`src/rtl/rgb_sequence_monitor.sv`:
```
// Receive-side checker for the RGB LED sequencer: decodes BLANK->RED->GREEN->BLUE->BLANK,
// enforces an exact hold length per colour, counts completed sequences and reports violations.
module rgb_sequence_monitor #(
  parameter int COUNTER_MAX       = 10,
  parameter int CYCLE_COUNT_WIDTH = 8
) (
  input  logic                         clk,
  input  logic                         reset_n,
  input  logic                         red,
  input  logic                         green,
  input  logic                         blue,
  input  logic                         clear_err,
  output logic [2:0]                   state,
  output logic                         cycle_done,
  output logic [CYCLE_COUNT_WIDTH-1:0] cycle_count,
  output logic                         error,
  output logic [2:0]                   error_code,
  output logic                         error_flag
);

  localparam int LEN_W = $clog2(COUNTER_MAX + 1);
  localparam logic [LEN_W-1:0] LEN_MAX = LEN_W'(COUNTER_MAX);

  typedef enum logic [2:0] {
    S_IDLE   = 3'd0,
    S_RED    = 3'd1,
    S_GREEN  = 3'd2,
    S_BLUE   = 3'd3,
    S_RESYNC = 3'd4
  } state_t;

  typedef enum logic [1:0] {
    C_BLANK = 2'd0,
    C_RED   = 2'd1,
    C_GREEN = 2'd2,
    C_BLUE  = 2'd3
  } colour_t;

  localparam logic [2:0] ERR_NONE    = 3'd0;
  localparam logic [2:0] ERR_ILLEGAL = 3'd1;
  localparam logic [2:0] ERR_ORDER   = 3'd2;
  localparam logic [2:0] ERR_SHORT   = 3'd3;
  localparam logic [2:0] ERR_LONG    = 3'd4;

  state_t           state_q;
  logic [LEN_W-1:0] len;
  colour_t          col;
  logic             illegal;
  colour_t          cur;
  colour_t          succ;
  logic [2:0]       ev_code;

  assign state = state_q;

  always_comb begin
    col     = C_BLANK;
    illegal = 1'b0;
    case ({red, green, blue})
      3'b000:  col = C_BLANK;
      3'b100:  col = C_RED;
      3'b010:  col = C_GREEN;
      3'b001:  col = C_BLUE;
      default: illegal = 1'b1;
    endcase
  end

  // Colour states share their encoding with the colour code, so the successor is +1 mod 4
  // (BLUE wraps to BLANK).
  always_comb begin
    cur     = colour_t'(state_q[1:0]);
    succ    = colour_t'(state_q[1:0] + 2'd1);
    ev_code = ERR_NONE;
    case (state_q)
      S_IDLE: begin
        if (illegal)                               ev_code = ERR_ILLEGAL;
        else if (col == C_GREEN || col == C_BLUE)  ev_code = ERR_ORDER;
      end
      S_RED, S_GREEN, S_BLUE: begin
        if (illegal)            ev_code = ERR_ILLEGAL;
        else if (col == cur)  begin if (len == LEN_MAX) ev_code = ERR_LONG;  end
        else if (col == succ) begin if (len != LEN_MAX) ev_code = ERR_SHORT; end
        else                    ev_code = ERR_ORDER;
      end
      default: ev_code = ERR_NONE;
    endcase
  end

  always_ff @(posedge clk or negedge reset_n) begin
    if (!reset_n) begin
      state_q     <= S_IDLE;
      len         <= '0;
      cycle_done  <= 1'b0;
      cycle_count <= '0;
      error       <= 1'b0;
      error_code  <= ERR_NONE;
      error_flag  <= 1'b0;
    end else begin
      cycle_done <= 1'b0;
      error      <= 1'b0;
      if (clear_err) begin
        error_flag <= 1'b0;
        error_code <= ERR_NONE;
      end
      // A new error overrides a simultaneous clear.
      if (ev_code != ERR_NONE) begin
        error      <= 1'b1;
        error_code <= ev_code;
        error_flag <= 1'b1;
        state_q    <= S_RESYNC;
        len        <= '0;
      end else begin
        case (state_q)
          S_IDLE: begin
            if (col == C_RED && !illegal) begin
              state_q <= S_RED;
              len     <= LEN_W'(1);
            end
          end
          S_RED, S_GREEN, S_BLUE: begin
            if (col == cur) begin
              len <= len + 1'b1;
            end else if (state_q == S_BLUE) begin
              state_q    <= S_IDLE;
              len        <= '0;
              cycle_done <= 1'b1;
              if (cycle_count != '1) cycle_count <= cycle_count + 1'b1;
            end else begin
              state_q <= state_t'({1'b0, succ});
              len     <= LEN_W'(1);
            end
          end
          S_RESYNC: begin
            if (col == C_BLANK && !illegal) state_q <= S_IDLE;
          end
          default: begin
            state_q <= S_RESYNC;
            len     <= '0;
          end
        endcase
      end
    end
  end

endmodule

```
`config.mk`:
```
export PLATFORM = sky130hd
export DESIGN_NAME = rgb_sequence_monitor
export DESIGN_NICKNAME = d
export VERILOG_FILES = /design/src/rtl/rgb_sequence_monitor.sv
export SDC_FILE = /design/constraint.sdc
export NUM_CORES = 1
export LEC_CHECK = 0
export ABC_AREA = 1
export CAP_MARGIN = 5
export CORE_MARGIN = 3
export CORE_UTILIZATION = 27
export DETAILED_ROUTE_END_ITERATION = 16
export PLACE_DENSITY = 0.55
export SLEW_MARGIN = 20
export SYNTH_ARGS = -nofsm -noshare
export SYNTH_HDL_FRONTEND = slang
export SYNTH_SLANG_ARGS = --single-unit
```
`constraint.sdc`:
```
create_clock -name clk -period 2.3 [get_ports clk]
set_input_delay 0.69 -clock clk [delete_from_list [all_inputs] [get_ports clk]]
set_output_delay 0.69 -clock clk [all_outputs]
set_load 0.005 [all_outputs]
```
==> flow_metrics.tcl, run 1 <==
set metrics [dict create \
    max_freq_mhz 469 \
    root_buffer "clkbuf_8" \
    clockBufferDepth 2 \
    leakagePower_nw 0.939 \
    syn_nets 200 \
    grt_pass1_wl_um 5560 \
    outcome "finished clean" \
    antenna_cells 0 \
    gp_congestion 0.779 \
    cp-start-kind "input port" \
    required_ns 2.48 \
    hold_viol 0 \
    p_per_area_mw_per_mm2 833 \
    io_buffers 22 \
    path_max_fanout 6 \
    cts.clk_slew.worst_paths_ns 0.08 \
    finClkSkew_ns 0.00110 \
    drive_gt1_share_pct 23.9 \
    critPathCaptureType "flop" \
    netlist.area_leader.share_pct 36.9 \
    core_region_area_sq_mm 0.00491 \
    grt_pass1_vias 1277 \
    p_comb_share_pct 55.2 \
    antenna_found_initial 0 \
    switching_share_pct 39.3 \
    drc 0 \
    synth_cells 187 \
    worstMarginPinSlew_ns 0.271 \
    period_share_pct 92.8 \
    cts_max_level 1 \
    avgSynthCellArea_sq_um 7.61 \
    firstDrtPassIters 4 \
    synthArstFlopShare_pct 100 \
    max_slew_margin_pct 81.8 \
    clock_sink_count 21 \
    synth-edff-count 0 \
    yosysTopAreaCell "dfrtp_1" \
    die_area_sq_mm 0.00618 \
    final_core_util_pct 40.2 \
    fin_nets 248 \
    yosys_warnings 0 \
    clk_latency_ns 0.25 \
    critPathMaxStageDelay_ns 0.30 \
    setup_ws_ns 0.166 \
    area_delta_synth_final_pct 38.7 \
    initial_utilization_pct 29.0 \
    grt_overflow 0 \
    dp_hpwl_um 2450 \
    synth.cell_area_sq_mm 0.00142 \
    grt_start_max_net_pins 22 \
    cts_tree "yes" \
    ant_nets 0 \
    num_io_pins 23 \
    final.setup.tns_ns 0 \
    finalSetupViolCount 0 \
    synth_ff_type "dfrtp_1" \
    pre_cts_ws_ns -0.376 \
    rsz0062_at_grt "false" \
    vias 1336 \
    finalCriticalPeriod_ns 2.13 \
    cpMaxStageDelayCell "dlygate4sd2_1" \
    hold_class "reg -> reg" \
    p_clk_share_pct 14.6 \
    drt_wl_total_um 3160 \
    worstPathCellList "dlygate4sd2_1, inv_2, nand3_1, nand3_1, nand2_1, nor2_4, nor2_2, a21oi_4, nand2_4, inv_4, buf_4, o21ai_0, a21oi_1" \
    placed_cell_area_sq_mm 0.00186 \
    design_area_sq_mm 0.00197 \
    critPathKind "in -> reg" \
    seqPwrFrac_pct 30.2 \
    timing.hold.ws_ns 0.515 \
    ctsHoldBuffers 0 \
    synth_area_leaders "dfrtp_1, nand2_1, inv_1" \
    fillers 522 \
    grt_usage_pct 10.8 \
    cp.arrival_ns 2.32 \
    drt_iter0_markers 86 \
    die_width_um 78.6 \
    vdd_drop_max_v 0.000281 \
    ys_ff_latch 21 \
    rows 25 \
    viasPerCell 4.44 \
    synth-seq-area-share_pct 36.9 \
    maxCapViolCount 0 \
    switchingPower_w 0.000647 \
    wl_per_cell_um 10.5 \
    p_int_w 0.000997 \
    crit_top_cell "nand3_1" \
    cts-buffers-inserted 3 \
    synth.distinct_cells 31 \
    drv_slew 0 \
    die_h_um 78.6 \
]
[critical path: cells and delay by family]
family / cells / cell delay (ns)
buf+inv: 4 / 0.63
simple gates: 6 / 0.64
compound gates: 3 / 0.38
[logic make-up after synthesis]
kind of cell / synth area share, %
flops: 36.9
buf+inv: 9.15
simple gates: 34.7
xor+xnor: 4.31
fa+ha+maj: 6.16
compound gates: 8.80
[registers in the layout, indices dropped and copies added, names as in the netlist]
register     cells
state            3
cycle_done       1
cycle_count      8
len              4
error_code       3
error_flag       1
error            1
[power groups by stage]
stage	Combinational, W	Clock [W]	Sequential, W
after floorplan	0.000472	0	0.000501
after global placement	0.000853	0	0.000505
after detailed placement	0.000846	0	0.000505
after CTS	0.000878	0.000248	0.000497
after global routing	0.00103	0.000269	0.000511
final	0.000908	0.000239	0.000497
[worst paths after layout]
check	start	end	slack [ns]	cells after the start
hold reg to reg	cycle_count[7]	cycle_count[7]	0.51	2
setup / recovery	green	len[0]	0.17	13
max in group asynchronous	reset_n	state[1]	1.30	2
setup reg to reg	state[1]	len[0]	0.22	15
hold / removal	cycle_count[7]	cycle_count[7]	0.51	2
min in group asynchronous	reset_n	cycle_count[3]	0.77	2
[routing by layer]
layer | track usage (%) | wire [um] | vias up | part of all wire, %
met5 | 0 | 0 | - | 0
li1 | - | - | 702 | -
met1 | 14.4 | 1560 | 616 | 49
met2 | 18.1 | 1480 | 16 | 47
met3 | 1.15 | 98 | 2 | 3.1
met4 | 3.67 | 27 | 0 | 0.85
[synth_stat cells (all sizes together) (2+ instances only)]
master / number
a21oi: 6
dfrtp: 21
ha: 7
inv: 30
nand2: 41
nand3: 21
nand4: 12
nor2: 21
nor3: 4
o21ai: 7
o21bai: 3
or2: 2
xor2: 6
[timing repair]
item / in CTS / in global routing
gates resized for setup: 9 / 7
pin swaps: 3 / 1
endpoints found under the setup margin: 18 / 13
hold endpoints to repair: 0 / 0
setup buffers: 2 / 1
[placed cells by master (no fill, tap or decap), drive strengths merged]
master	count
o21ai	7
xnor2	1
nor2	21
a21oi	6
buf	23
nor3	4
clkbuf	3
nand4	12
xor2	6
ha	7
or2	2
o211ai	1
dfrtp	21
clkdlybuf4s50	19
o21bai	3
nand3	21
dlygate4sd2	3
o31ai	1
clkinv	1
nand3b	1
inv	30
nand2	41
[per-stage QoR]
step,std cells,total power (W)
floorplan,187,0.000972
global placement,294,0.00136
detailed placement,294,0.00135
CTS,300,0.00162
global route,301,0.00181
finish,301,0.00164
[final cells by class]
type                            count  area, sq um  share of cell area, %
Timing Repair Buffer               45          389                   19.7
Clock inverter                      1         5.00                  0.254
Clock buffer                        3         41.3                   2.09
Multi-Input combinational cell    134          811                   41.1
Sequential cell                    21          528                   26.8
Inverter                           30          115                   5.83
Tap cell                           67         83.8                   4.25
(Power assumes the default switching activity.)
==> run 2: changes to the inputs <==
- clock period: 2.3 -> 2.33 ns (I/O delays scaled with it)
==> run 2 against run 1 <==
Sequential power about the same. Largest power group unchanged. Clock-buffer cell count unchanged. Critical path depth rose by 1. Combinational power down 7.3%. First-iteration DRC count rose by 22%. Critical path type unchanged. Wire length fell by 0.47%. Die area unchanged. Largest cell class unchanged. Setup slack better by 0.0056 ns. Final cell count decreased by 1.0%.
==> flow_metrics.tcl, run 2 (synthesized netlist as in run 1, its figures left out) <==
set metrics [dict create \
    cp.buffers_inverters 5 \
    timing.hold.ws_ns 0.506 \
    die_area_sq_mm 0.00618 \
    clockBufferDepth 2 \
    grt_pass1_vias 1270 \
    grt_pass1_wl_um 5670 \
    fillers 538 \
    vdd_drop_max_v 0.000259 \
    crit_family "simple AND/OR/NAND/NOR gates" \
    hold_viol 0 \
    largest_register_ffs 8 \
    grt_start_max_net_pins 22 \
    core_region_area_sq_mm 0.00491 \
    ctsHoldBuffers 0 \
    max_freq_mhz 463 \
    clk_latency_ns 0.25 \
    hold_class "reg -> reg" \
    clock_sink_count 21 \
    critPathMaxStageDelay_ns 0.30 \
    period_share_pct 92.6 \
    min_path_cells 2 \
    firstDrtPassIters 4 \
    r2r-end "len[0]" \
    leakagePower_nw 0.918 \
    dp_hpwl_um 2500 \
    finClkSkew_ns 0.00387 \
    critPathKind "in -> reg" \
    placed_cell_area_sq_mm 0.00185 \
    root_buffer "clkbuf_8" \
    critPathLaunch "green" \
    drc 0 \
    drive_gt1_share_pct 20.8 \
    cts_tree "yes" \
    ant_nets 0 \
    maxCapViolCount 0 \
    wl_per_cell_um 10.6 \
    r2r-start "state[0]" \
    hold_path_startpoint "cycle_count[7]" \
    reg.largest.list "cycle_count (8), len (4)" \
    initial_utilization_pct 29.0 \
    area_delta_synth_final_pct 35.5 \
    most-common-layout-cells "nand2_1, inv_1, buf_4" \
    r2r_cells 13 \
    max_slew_margin_pct 79.9 \
    p_per_area_mw_per_mm2 815 \
    gp_congestion 0.771 \
    critPathCaptureType "flop" \
    num_io_pins 23 \
    grt_overflow 0 \
    required_ns 2.47 \
    die_h_um 78.6 \
    path_max_fanout 6 \
    cp.arrival_ns 2.30 \
    worstMarginPinSlew_ns 0.299 \
    cts-buffers-inserted 3 \
    drt_iter0_markers 105 \
    fin_nets 245 \
    hold_end "cycle_count[7]" \
    antenna_cells 0 \
    viasPerCell 4.41 \
    die_width_um 78.6 \
    regToRegSetupSlack_ns 0.22 \
    top_register "cycle_count" \
    drv_slew 0 \
    worstPathCellList "dlygate4sd2_1, inv_2, nand3_1, nand3_1, nand2_1, nor2_4, inv_2, nor2_2, nor2_4, nand2_4, inv_6, buf_4, o21ai_0, a21oi_1" \
    cp-start-kind "input port" \
    finalCriticalPeriod_ns 2.16 \
    final.setup.tns_ns 0 \
    rsz0062_at_grt "false" \
    rows 25 \
    vias 1315 \
    grt_usage_pct 11.1 \
    design_area_sq_mm 0.00193 \
    io_buffers 22 \
    cts_max_level 1 \
    finalSetupViolCount 0 \
    cts.clk_slew.worst_paths_ns 0.08 \
    cpMaxStageDelayCell "dlygate4sd2_1" \
    drt_wl_total_um 3150 \
    antenna_found_initial 0 \
    outcome "finished clean" \
    final_common_cell "nand2_1" \
    final_core_util_pct 39.3 \
]
## run 2: per-stage QoR
stage	cells	setup WS, ns	power, W
2_1_floorplan	187	0.309	0.000960
3_3_place_gp	293	-0.358	0.00133
3_5_place_dp	293	-0.381	0.00132
4_1_cts	298	0.100	0.00159
5_1_grt	298	0.0269	0.00172
6_report	298	0.171	0.00157
## run 2: power breakdown
| part | internal, W | switching [W] | leakage (nW) | total, W |
|---|---|---|---|---|
| clock | 0.000119 | 0.000114 | 0.0255 | 0.000233 |
| sequential | 0.000433 | 0.0000624 | 0.278 | 0.000496 |
| combinational | 0.000399 | 0.000443 | 0.614 | 0.000842 |
## run 2: area by class of cell
cell class / instances / area, sq um / area share [%]
clock buffer: 3 / 41.3 / 2.14
clock inverter: 1 / 5.00 / 0.260
inverter: 30 / 118 / 6.10
multi-input combinational: 134 / 786 / 40.8
sequential: 21 / 528 / 27.4
tap: 67 / 83.8 / 4.35
timing repair buffer: 42 / 367 / 19.0
## run 2: how the worst max path moves through the flow
stage                                 to  slack [ns]  cells past startpoint
final                             len[0]        0.17                     14
after global placement    cycle_count[1]       -0.36                     12
after global routing            state[0]        0.03                     13
after CTS                         len[0]        0.10                     15
after detailed placement  cycle_count[4]       -0.38                     12
after floorplan           cycle_count[1]        0.31                     14
## run 2: worst min-delay path: cells and delay by family (launching register included)
kind	cells	cell delay, ns
flops	1	0.37
simple gates	2	0.11
## run 2: routing by layer
metal | global-route usage [%] | vias up | part of all wire [%]
li1 | - | 698 | -
met1 | 15.2 | 601 | 50
met2 | 18.0 | 14 | 47
met3 | 1.15 | 2 | 2.2
met4 | 3.67 | 0 | 0.79
met5 | 0 | - | 0
## run 2: timing repair
item	CTS	global route
setup endpoints to repair	18	15
buffers inserted	1	0
pin swaps	3	0
gates resized for setup	10	2
hold endpoints to repair	0	0
==> run 3: changes to the inputs <==
- GPL_TIMING_DRIVEN: default -> 0
==> run 3 against run 2 <==
Non-clock buffer count shrank 6. Hold slack is essentially flat. Global-route usage grew 0.29 points. Die area is the same. Cell area shrank 1.4%. Utilization shrank 0.56 points. Largest cell class unchanged. Largest power group unchanged. Highest routed layer unchanged.
==> flow_metrics.tcl, run 3 (synthesized netlist as in run 1, its figures left out) <==
set metrics [dict create \
    outcome "finished clean" \
    viasPerCell 4.40 \
    worstPathCellList "clkdlybuf4s15_1, inv_2, buf_4, nand4_1, nand2_1, nor2_2, nand2_2, a21oi_4, nand2_4, buf_4, nor2_1, nand4_1, nand2_1" \
    cp-start-kind "input port" \
    finalSetupViolCount 0 \
    die_area_sq_mm 0.00618 \
    wl_per_cell_um 11.0 \
    finClkSkew_ns 0.00456 \
    critPathMaxStageDelay_ns 0.29 \
    rows 25 \
    cts_tree "yes" \
    grt_usage_pct 11.3 \
    leakagePower_nw 0.891 \
    die_width_um 78.6 \
    max_slew_margin_pct 38.9 \
    max_freq_mhz 465 \
    maxCapViolCount 0 \
    largest_register_ffs 8 \
    critPathKind "in -> reg" \
    ant_nets 0 \
    cp.buffers_inverters 4 \
    top_layer_used "met4" \
    dp_hpwl_um 2360 \
    path_max_fanout 6 \
    final_core_util_pct 38.7 \
    drt-met1-wl_um 1510 \
    antenna_found_initial 0 \
    drt_iter0_markers 85 \
    timing.hold.ws_ns 0.506 \
    core_region_area_sq_mm 0.00491 \
    cp.arrival_ns 2.35 \
    io_buffers 22 \
    vias 1284 \
    clock_sink_count 21 \
    hold_viol 0 \
    cts_max_level 1 \
    crit_family "simple AND/OR/NAND/NOR gates" \
    fillers 539 \
    drv_slew 0 \
    required_ns 2.53 \
    gp_congestion 0.814 \
    hold_class "reg -> reg" \
    route.met3.wl_um 112 \
    root_buffer "clkbuf_8" \
    most-common-layout-cells "nand2_1, inv_1, nand3_1, dfrtp_1, clkdlybuf4s50_1" \
    p_per_area_mw_per_mm2 823 \
    critPathCaptureType "flop" \
    num_io_pins 23 \
    wl_met2_um 1560 \
    grt_overflow 0 \
    worstMarginPinSlew_ns 0.913 \
    reg.largest.list "cycle_count (8), len (4)" \
    period_share_pct 92.3 \
    pre_cts_ws_ns -0.473 \
    finalCriticalPeriod_ns 2.15 \
    drt_wl_total_um 3210 \
    antenna_cells 0 \
    clockBufferDepth 2 \
    vdd_drop_max_v 0.000271 \
    initial_utilization_pct 29.0 \
    cts.clk_slew.worst_paths_ns 0.08 \
    firstDrtPassIters 4 \
    final.setup.tns_ns 0 \
    drc 0 \
    setup_ws_ns 0.178 \
    fin_nets 239 \
    rsz0062_at_grt "true" \
    top_register "cycle_count" \
    cpMaxStageDelayCell "clkdlybuf4s15_1" \
    grt_pass1_wl_um 5760 \
    clk_latency_ns 0.26 \
    grt_pass1_vias 1256 \
    p_total_w 0.00156 \
    final_common_cell "nand2_1" \
    die_h_um 78.6 \
    area_delta_synth_final_pct 33.6 \
    drive_gt1_share_pct 20.0 \
    grt_start_max_net_pins 22 \
    cts-buffers-inserted 3 \
]
## run 3: metrics by stage
step	area, sq um	instances
floorplan	1420	187
global placement	1730	276
detailed placement	1730	276
CTS	1850	287
global route	1900	292
finish	1900	292
## run 3: per-layer routing
layer / up-vias / global-route usage, %
met1: 581 / 15.3
met4: 0 / 3.67
li1: 683 / -
met2: 18 / 18.7
met5: - / 0
met3: 2 / 1.49
## run 3: cell type report
class                      count  area (sq um)  area share [%]
tap                           67          83.8            4.41
sequential                    21           528            27.8
inverter                      30           115            6.06
clock buffer                   3          41.3            2.17
clock inverter                 1          5.00           0.263
multi-input combinational    134           802            42.2
timing repair buffer          34           309            16.3
buffer                         2          16.3           0.856
## run 3: what timing repair did
action,CTS,global route
hold buffers,0,0
buffers inserted,7,5
resized for setup,12,6
pin swaps,3,5
endpoints found under the setup margin,19,19
## run 3: report_power, final
part,switching (W),total [W],internal (W)
combinational,0.000456,0.000827,0.000371
clock,0.000123,0.000242,0.000119
sequential,0.0000631,0.000496,0.000433
## run 3: worst register-to-register path: stages (launching register included)
cell     delay, ns
dfrtp_2       0.43
inv_1         0.10
ha_1          0.34
inv_1         0.05
nand3_1       0.07
nand2_1       0.06
nor2_2        0.15
nand2_2       0.08
a21oi_4       0.22
nand2_4       0.11
buf_4         0.16
nor2_1        0.10
nand4_1       0.10
nand2_1       0.08
## run 3: worst paths after layout
kind	from	end	slack, ns	cells after the start
max reg2reg	state[0]	state[0]	0.21	13
max in group asynchronous	reset_n	state[1]	0.76	1
min reg2reg	cycle_count[7]	cycle_count[7]	0.51	2
min in group asynchronous	reset_n	cycle_count[4]	0.95	1
min	cycle_count[7]	cycle_count[7]	0.51	2
max	green	state[0]	0.18	13
